### config.mk
export PLATFORM = sky130hd
export DESIGN_NAME = priority_scan_encoder
export DESIGN_NICKNAME = d
export VERILOG_FILES = /design/src/rtl/priority_scan_encoder_pkg.sv /design/src/rtl/priority_scan_encoder_index.sv /design/src/rtl/priority_scan_encoder.sv
export SDC_FILE = /design/constraint.sdc
export NUM_CORES = 1
export LEC_CHECK = 0
export CORE_MARGIN = 5
export CORE_UTILIZATION = 44
export CTS_CLUSTER_DIAMETER = 40
export DETAILED_ROUTE_END_ITERATION = 10
export GPL_TIMING_DRIVEN = 0
export PLACE_DENSITY = 0.76
export SYNTH_ARGS = -nofsm -noshare
export SYNTH_HDL_FRONTEND = slang
export SYNTH_SLANG_ARGS = --single-unit
### constraint.sdc
create_clock -name clk -period 2 [get_ports clk]
set_input_delay 0.2 -clock clk [delete_from_list [all_inputs] [get_ports clk]]
set_output_delay 0.2 -clock clk [all_outputs]
set_load 0.02 [all_outputs]
### src/rtl/priority_scan_encoder_pkg.sv
// Shared definitions for the priority scan encoder: FSM state encoding and default width.
package priority_scan_encoder_pkg;

    typedef enum logic {
        IDLE = 1'b0,
        SCAN = 1'b1
    } state_e;

    localparam int DEFAULT_WIDTH = 8;

endpackage

### src/rtl/priority_scan_encoder_index.sv
// Combinational priority index of a request vector, plus "any bit set" and "exactly one bit set".
module priority_index_n #(
    parameter int WIDTH     = priority_scan_encoder_pkg::DEFAULT_WIDTH,
    parameter int MSB_FIRST = 1,
    localparam int IDX_W    = $clog2(WIDTH)
) (
    input  logic [WIDTH-1:0] vec_i,
    output logic [IDX_W-1:0] idx,
    output logic             any,
    output logic             one_hot
);

    // Later loop iterations overwrite earlier ones, so the scan direction sets the winner.
    always_comb begin
        idx = '0;
        if (MSB_FIRST != 0) begin
            for (int i = 0; i < WIDTH; i++) begin
                if (vec_i[i]) idx = IDX_W'(i);
            end
        end else begin
            for (int i = WIDTH - 1; i >= 0; i--) begin
                if (vec_i[i]) idx = IDX_W'(i);
            end
        end
    end

    assign any     = |vec_i;
    assign one_hot = any && ((vec_i & (vec_i - WIDTH'(1))) == '0);

endmodule

### src/rtl/priority_scan_encoder.sv
// Accepts a request vector and emits the index of every set bit, one per handshake, in priority order.
module priority_scan_encoder
    import priority_scan_encoder_pkg::*;
#(
    parameter int WIDTH     = DEFAULT_WIDTH,
    parameter int MSB_FIRST = 1,
    localparam int IDX_W    = $clog2(WIDTH)
) (
    input  logic             clk,
    input  logic             rst_n,
    input  logic             in_valid,
    output logic             in_ready,
    input  logic [WIDTH-1:0] in_vec,
    output logic             out_valid,
    input  logic             out_ready,
    output logic [IDX_W-1:0] out_idx,
    output logic             out_last,
    output logic             zero_flag
);

    state_e           state_q, state_d;
    logic [WIDTH-1:0] pending_q, pending_d;
    logic             zero_q, zero_d;

    logic [IDX_W-1:0] pri_idx;
    logic             pri_any;
    logic             pri_one;

    priority_index_n #(
        .WIDTH     (WIDTH),
        .MSB_FIRST (MSB_FIRST)
    ) u_index (
        .vec_i   (pending_q),
        .idx     (pri_idx),
        .any     (pri_any),
        .one_hot (pri_one)
    );

    always_ff @(posedge clk or negedge rst_n) begin
        if (!rst_n) begin
            state_q   <= IDLE;
            pending_q <= '0;
            zero_q    <= 1'b0;
        end else begin
            state_q   <= state_d;
            pending_q <= pending_d;
            zero_q    <= zero_d;
        end
    end

    // Handshakes: a transfer happens on a rising edge where valid and ready are both high.
    // Input and output phases never overlap: in_ready only in IDLE, out_valid only in SCAN.
    always_comb begin
        state_d   = state_q;
        pending_d = pending_q;
        zero_d    = 1'b0;
        in_ready  = 1'b0;
        out_valid = 1'b0;
        out_idx   = '0;
        out_last  = 1'b0;
        unique case (state_q)
            IDLE: begin
                in_ready = 1'b1;
                if (in_valid) begin
                    if (in_vec != '0) begin
                        pending_d = in_vec;
                        state_d   = SCAN;
                    end else begin
                        zero_d = 1'b1;
                    end
                end
            end
            SCAN: begin
                out_valid = 1'b1;
                out_idx   = pri_idx;
                out_last  = pri_one;
                if (out_ready) begin
                    pending_d = pending_q & ~(WIDTH'(1) << pri_idx);
                    // An empty register here is unreachable; leaving SCAN keeps it from sticking.
                    if (pri_one || !pri_any) state_d = IDLE;
                end
            end
            default: state_d = IDLE;
        endcase
    end

    assign zero_flag = zero_q;

endmodule

Word-level counts from Yosys, hierarchy flattened
Cells that the tools add are included.

Logic and storage cells: 42. Output and inout bits: 7. Register bits: 10. Input port bits: 12.

Muxes and demuxes: 23. Add/subtract/negate cells: 1. Bitwise gates (word level): 4. Equal/unequal tests: 3. Reductions and logical operators: 7. Shift operators: 1.

Operators with widths (count): 8-bit 2-to-1 mux (3); 8-bit AND (2); 8-bit case mux with 2 select lines (1); 3-bit 2-to-1 mux (5); 1-bit 2-to-1 mux (11); 8-bit zero test (1); 8-bit inverter (1); 8-bit nonzero test (1); 8-bit OR reduction (1); 1-bit by 3-bit left shift with 8-bit output (first input constant) (1); 8-bit by 1-bit subtractor with 8-bit output (second input constant) (1); 2-bit != test (second input constant) (3); 2-bit 2-to-1 mux (2); 3-bit AND reduction (1); 1-bit case mux with 2 select lines (1); 1-bit logical AND (1); 1-bit zero test (1); 1-bit logical OR (1); 1-bit inverter (1).

Longest topological paths before layout
Depth after elaboration: 12. Depth in mapped cells: 6. Gate-level depth less buffers: 5.

Modules after synthesis
A second synthesis with hierarchy kept.

Cell total of the unflattened synthesis: 88. Area total of the unflattened synthesis: 724.4 sq um.

Modules (own cells, without submodules): priority_scan_encoder (sequential area each 250.2 sq um, area each 573.0 sq um, instances 1, cells each 64); priority_index_n (sequential area each 0.0 sq um, area each 151.4 sq um, instances 1, cells each 24).

Worst setup path after synthesis
Ideal clock, no wire load.

Path kind: register to output. From: register pending_q[4]. To: output port out_last. Setup slack: 150 ps. Required time: 1800 ps. Cell stages (with the launch flop): 5. Path buffers: 0. Data arrival time: 1650 ps. Cell sequence: dfrtp_1 or3_1 or4_4 o311ai_0 nor2_1.

Cells in the longest elaborated chain, start to end: 5. Elaborated cells between the ends (all ways): 6. Classes of those cells: add/sub (1); mux (1); bitwise (1); reduce/logical (3).

RTL lines: from (decl) (line priority_scan_encoder.sv:22) `logic [WIDTH-1:0] pending_q, pending_d;`; from (signal assigned) (line priority_scan_encoder.sv:46) `pending_q <= pending_d;`; 8-bit by 1-bit subtractor with 8-bit output (line priority_scan_encoder_index.sv:28) `assign one_hot = any && ((vec_i & (vec_i - WIDTH'(1))) == '0);`; 8-bit AND (line priority_scan_encoder_index.sv:28); 8-bit zero test (line priority_scan_encoder_index.sv:28); 1-bit logical AND (*) (line priority_scan_encoder_index.sv:28); 1-bit 2-to-1 mux (*) (line priority_scan_encoder.sv:61) `unique case (state_q)`; to (decl) (line priority_scan_encoder.sv:17) `output logic out_last,`.

Every way passes the cells marked *; elsewhere a longest branch is shown, timed or not.

Worst setup path in the final report
From: register pending_q[5]. To: output port out_last.

Same word-level chain as after synthesis.

==> results.sh <==
export IMPL_die_area_sq_um=2297
export IMPL_yosys_area_top_type="dfrtp_1"
export IMPL_drive_gt1_share_pct=22.83
export IMPL_nNetsFinal=105
export IMPL_root_buffer="clkbuf_4"
export IMPL_slew_headroom_pct=67.34
export IMPL_synth_edf_count=0
export IMPL_critPathLaunch="pending_q[5]"
export IMPL_synth_xor_area_share_pct=0
export IMPL_clk_pin_slew_ns=0.07
export IMPL_grt_pass1_vias=627
export IMPL_antenna_found_initial=0
export IMPL_rows=13
export IMPL_status="finished, violations left"
export IMPL_area_delta_synth_final_pct=43.08
export IMPL_dp_cells=101
export IMPL_cts_sinks=10
export IMPL_grtUsageTotal_pct=18.69
export IMPL_synth_compound_area_share_pct=27.47
export IMPL_grt_pass1_wl_mm=2.918
export IMPL_violations="setup timing"
export IMPL_synth_area_sq_um=633.1
export IMPL_vias_per_cell=6.140
export IMPL_clkLatencyLatePin_ns=0.27
export IMPL_cts_path_max_buffers=2
export IMPL_fin_crit_ns=2.206
export IMPL_synth_common_cells="dfrtp_1 (10), nand2_1 (7), nor2_1 (6)"
export IMPL_cp_max_fo=8
export IMPL_drt_wirelength_per_cell_um=16.22
export IMPL_worstPathRequired_ns=1.80
export IMPL_finalNonFillerCells=107
export IMPL_path_delay_family="simple AND/OR/NAND/NOR gates"
export IMPL_fillCellCount=117
export IMPL_endpoint_kind="output pin"
export IMPL_min_path_type="input pin to async pin"
export IMPL_drc=0
export IMPL_rsz0062_at_grt="yes"
export IMPL_synth_cell_types=31
export IMPL_grt_max_degree=11
export IMPL_drv_cap=0
export IMPL_ys_seq_area_share_pct=39.53
export IMPL_dp_final_hpwl_mm=1.235
export IMPL_ff2ff_path_depth=6
export IMPL_initial_core_util_pct=47.47
export IMPL_path_buf_inv=2
export IMPL_path_class="register to output pin"
export IMPL_globalRouteOverflowTotal=0
export IMPL_yosys_warnings=0
export IMPL_avgSynthCellArea_sq_um=9.310
export IMPL_whs_ns=0.2443
export IMPL_ant_nets=0
export IMPL_fmax_mhz=453.3
export IMPL_async_flop_share_pct=100.0
export IMPL_hold_violations=0
export IMPL_leakage_uw=0.0003877
export IMPL_synthMuxAreaShare_pct=1.581
export IMPL_path_cells="buf_6, or3_1, or4_4, o311ai_4, nor2_1, buf_2"
export IMPL_setup_violations=1
export IMPL_fp_dieH_um=47.93
export IMPL_r2r_slack_ns=0.15
export IMPL_fp_dieW_um=47.93
export IMPL_syn_nets=80
export IMPL_totalPowerFinal_uw=1563
export IMPL_ys_flop_type="dfrtp_1"
export IMPL_dr_pass1_iters=4
export IMPL_crit_path_start_kind="register"
export IMPL_io_pins=19
export IMPL_synth_top_area_share_pct=39.53
export IMPL_cts_tree="built"
export IMPL_finalWorstSetupSlack_ns=-0.2062
export IMPL_crit_path_max_incr_delay_ns=0.46
export IMPL_synthAdderAreaFrac_pct=1.581
export IMPL_slowest_stage="or4_4"
export IMPL_htreeDepth=1
export IMPL_port_buffers=18
export IMPL_place_ws_ns=-0.3823
export IMPL_period_share_pct=110.3
export IMPL_rr_startpoint="pending_q[4]"
export IMPL_worstMarginPinSlew_ns=0.4854
export IMPL_ys_top_cells_by_area="dfrtp_1 (40%), a22o_1 (5.5%), nand2_1 (4.2%), o21ai_0 (4.0%), buf_6 (3.6%)"
export IMPL_drt_initial_drc_count=29
export IMPL_slew_violations=0
export IMPL_synth_cells=68
export IMPL_ys_ff_latch=10
export IMPL_ctsHoldBuffers=0
export IMPL_coreArea_sq_um=1334
export IMPL_synth_top_family_by_area="compound AO/OA/AOI/OAI gates"
export IMPL_wl_mm=1.736
export IMPL_ir_drop_v=0.001084
export IMPL_crit_arrival_ns=2.01
export IMPL_yosys_area_share_simple_pct=23.91
export IMPL_yosysMostFrequentCell="dfrtp_1"
export IMPL_fin_skew_ns=0.008538
export IMPL_diodes=0
export IMPL_place_congestion=0.7905
export IMPL_cts_buffers=3
export IMPL_powerDensity_nw_per_um2=1726
export IMPL_timing_rr_end="state_q"
export IMPL_via_count=657
-- layer usage --
| metal | vias to the layer above | part of all wire [%] | global-route usage (%) |
|---|---|---|---|
| met5 | - | 0 | 0 |
| li1 | 308 | - | - |
| met4 | 0 | 0.98 | 9.140 |
| met2 | 32 | 49 | 27.44 |
| met3 | 4 | 11 | 7.143 |
| met1 | 313 | 39 | 23.82 |
-- cell families (layout without fill, tap and decap cells) --
logic type / after synthesis / in the layout
compound gates: 23 / 23
fa+ha+maj: 1 / 1
buf+inv: 5 / 29
flops: 10 / 10
mux: 1 / 1
simple gates: 28 / 28
-- cell usage in the layout, fill, tap and decap left out, types with 3 or more instances in the layout --
cell type,instances
nand2_1,7
dfrtp_1,8
clkdlybuf4s50_1,14
o21ai_0,4
clkbuf_4,3
a22o_1,4
nand2b_1,3
buf_4,3
nor2_1,6
-- worst max path at each step --
stage                     slack, ns       end  cells past startpoint
after floorplan                0.15  out_last                      4
after global routing          -0.28  out_last                      7
after CTS                     -0.20  out_last                      6
after detailed placement      -0.38  out_last                      6
final                         -0.21  out_last                      6
after global placement        -0.38  out_last                      5
-- flip-flops by register name (all words and copies together) (netlist names) --
name       cells
pending_q      8
state_q        1
zero_flag      1
-- through the flow --
stage	instance area [sq um]	utilization (%)	TNS, ns
floorplan	633.1	-	0
global placement	832.0	62.38	-0.3756
detailed placement	832.0	62.38	-0.3823
CTS	893.4	66.98	-0.2022
global route	905.9	67.92	-0.2788
finish	905.9	67.92	-0.2062
-- area by class of cell --
type	instances	area (sq um)	area share [%]
Buffer	3	30.03	3.315
Timing Repair Buffer	20	182.7	20.17
Tap cell	15	18.77	2.072
Multi-Input combinational cell	53	377.9	41.71
Clock buffer	4	36.28	4.006
Sequential cell	10	252.7	27.90
Inverter	2	7.507	0.8287
-- what timing repair did --
| action | in CTS | in global routing |
|---|---|---|
| endpoints found under the setup margin | 4 | 2 |
| resized for setup | 13 | 4 |
| setup buffers | 2 | 0 |
-- report_power, final --
group          switching, uW  total [uW]  internal, uW
combinational            502         955           453
sequential               137         424           287
clock                   73.1         184           111
-- worst register-to-register path: stages (launching register included) --
cell      delay, ns
dfrtp_2        0.41
buf_4          0.15
nor4_4         0.37
nand2b_1       0.15
a211oi_1       0.27
o311ai_1       0.19
a21o_1         0.21
Power figures use the tool's default switching activity.
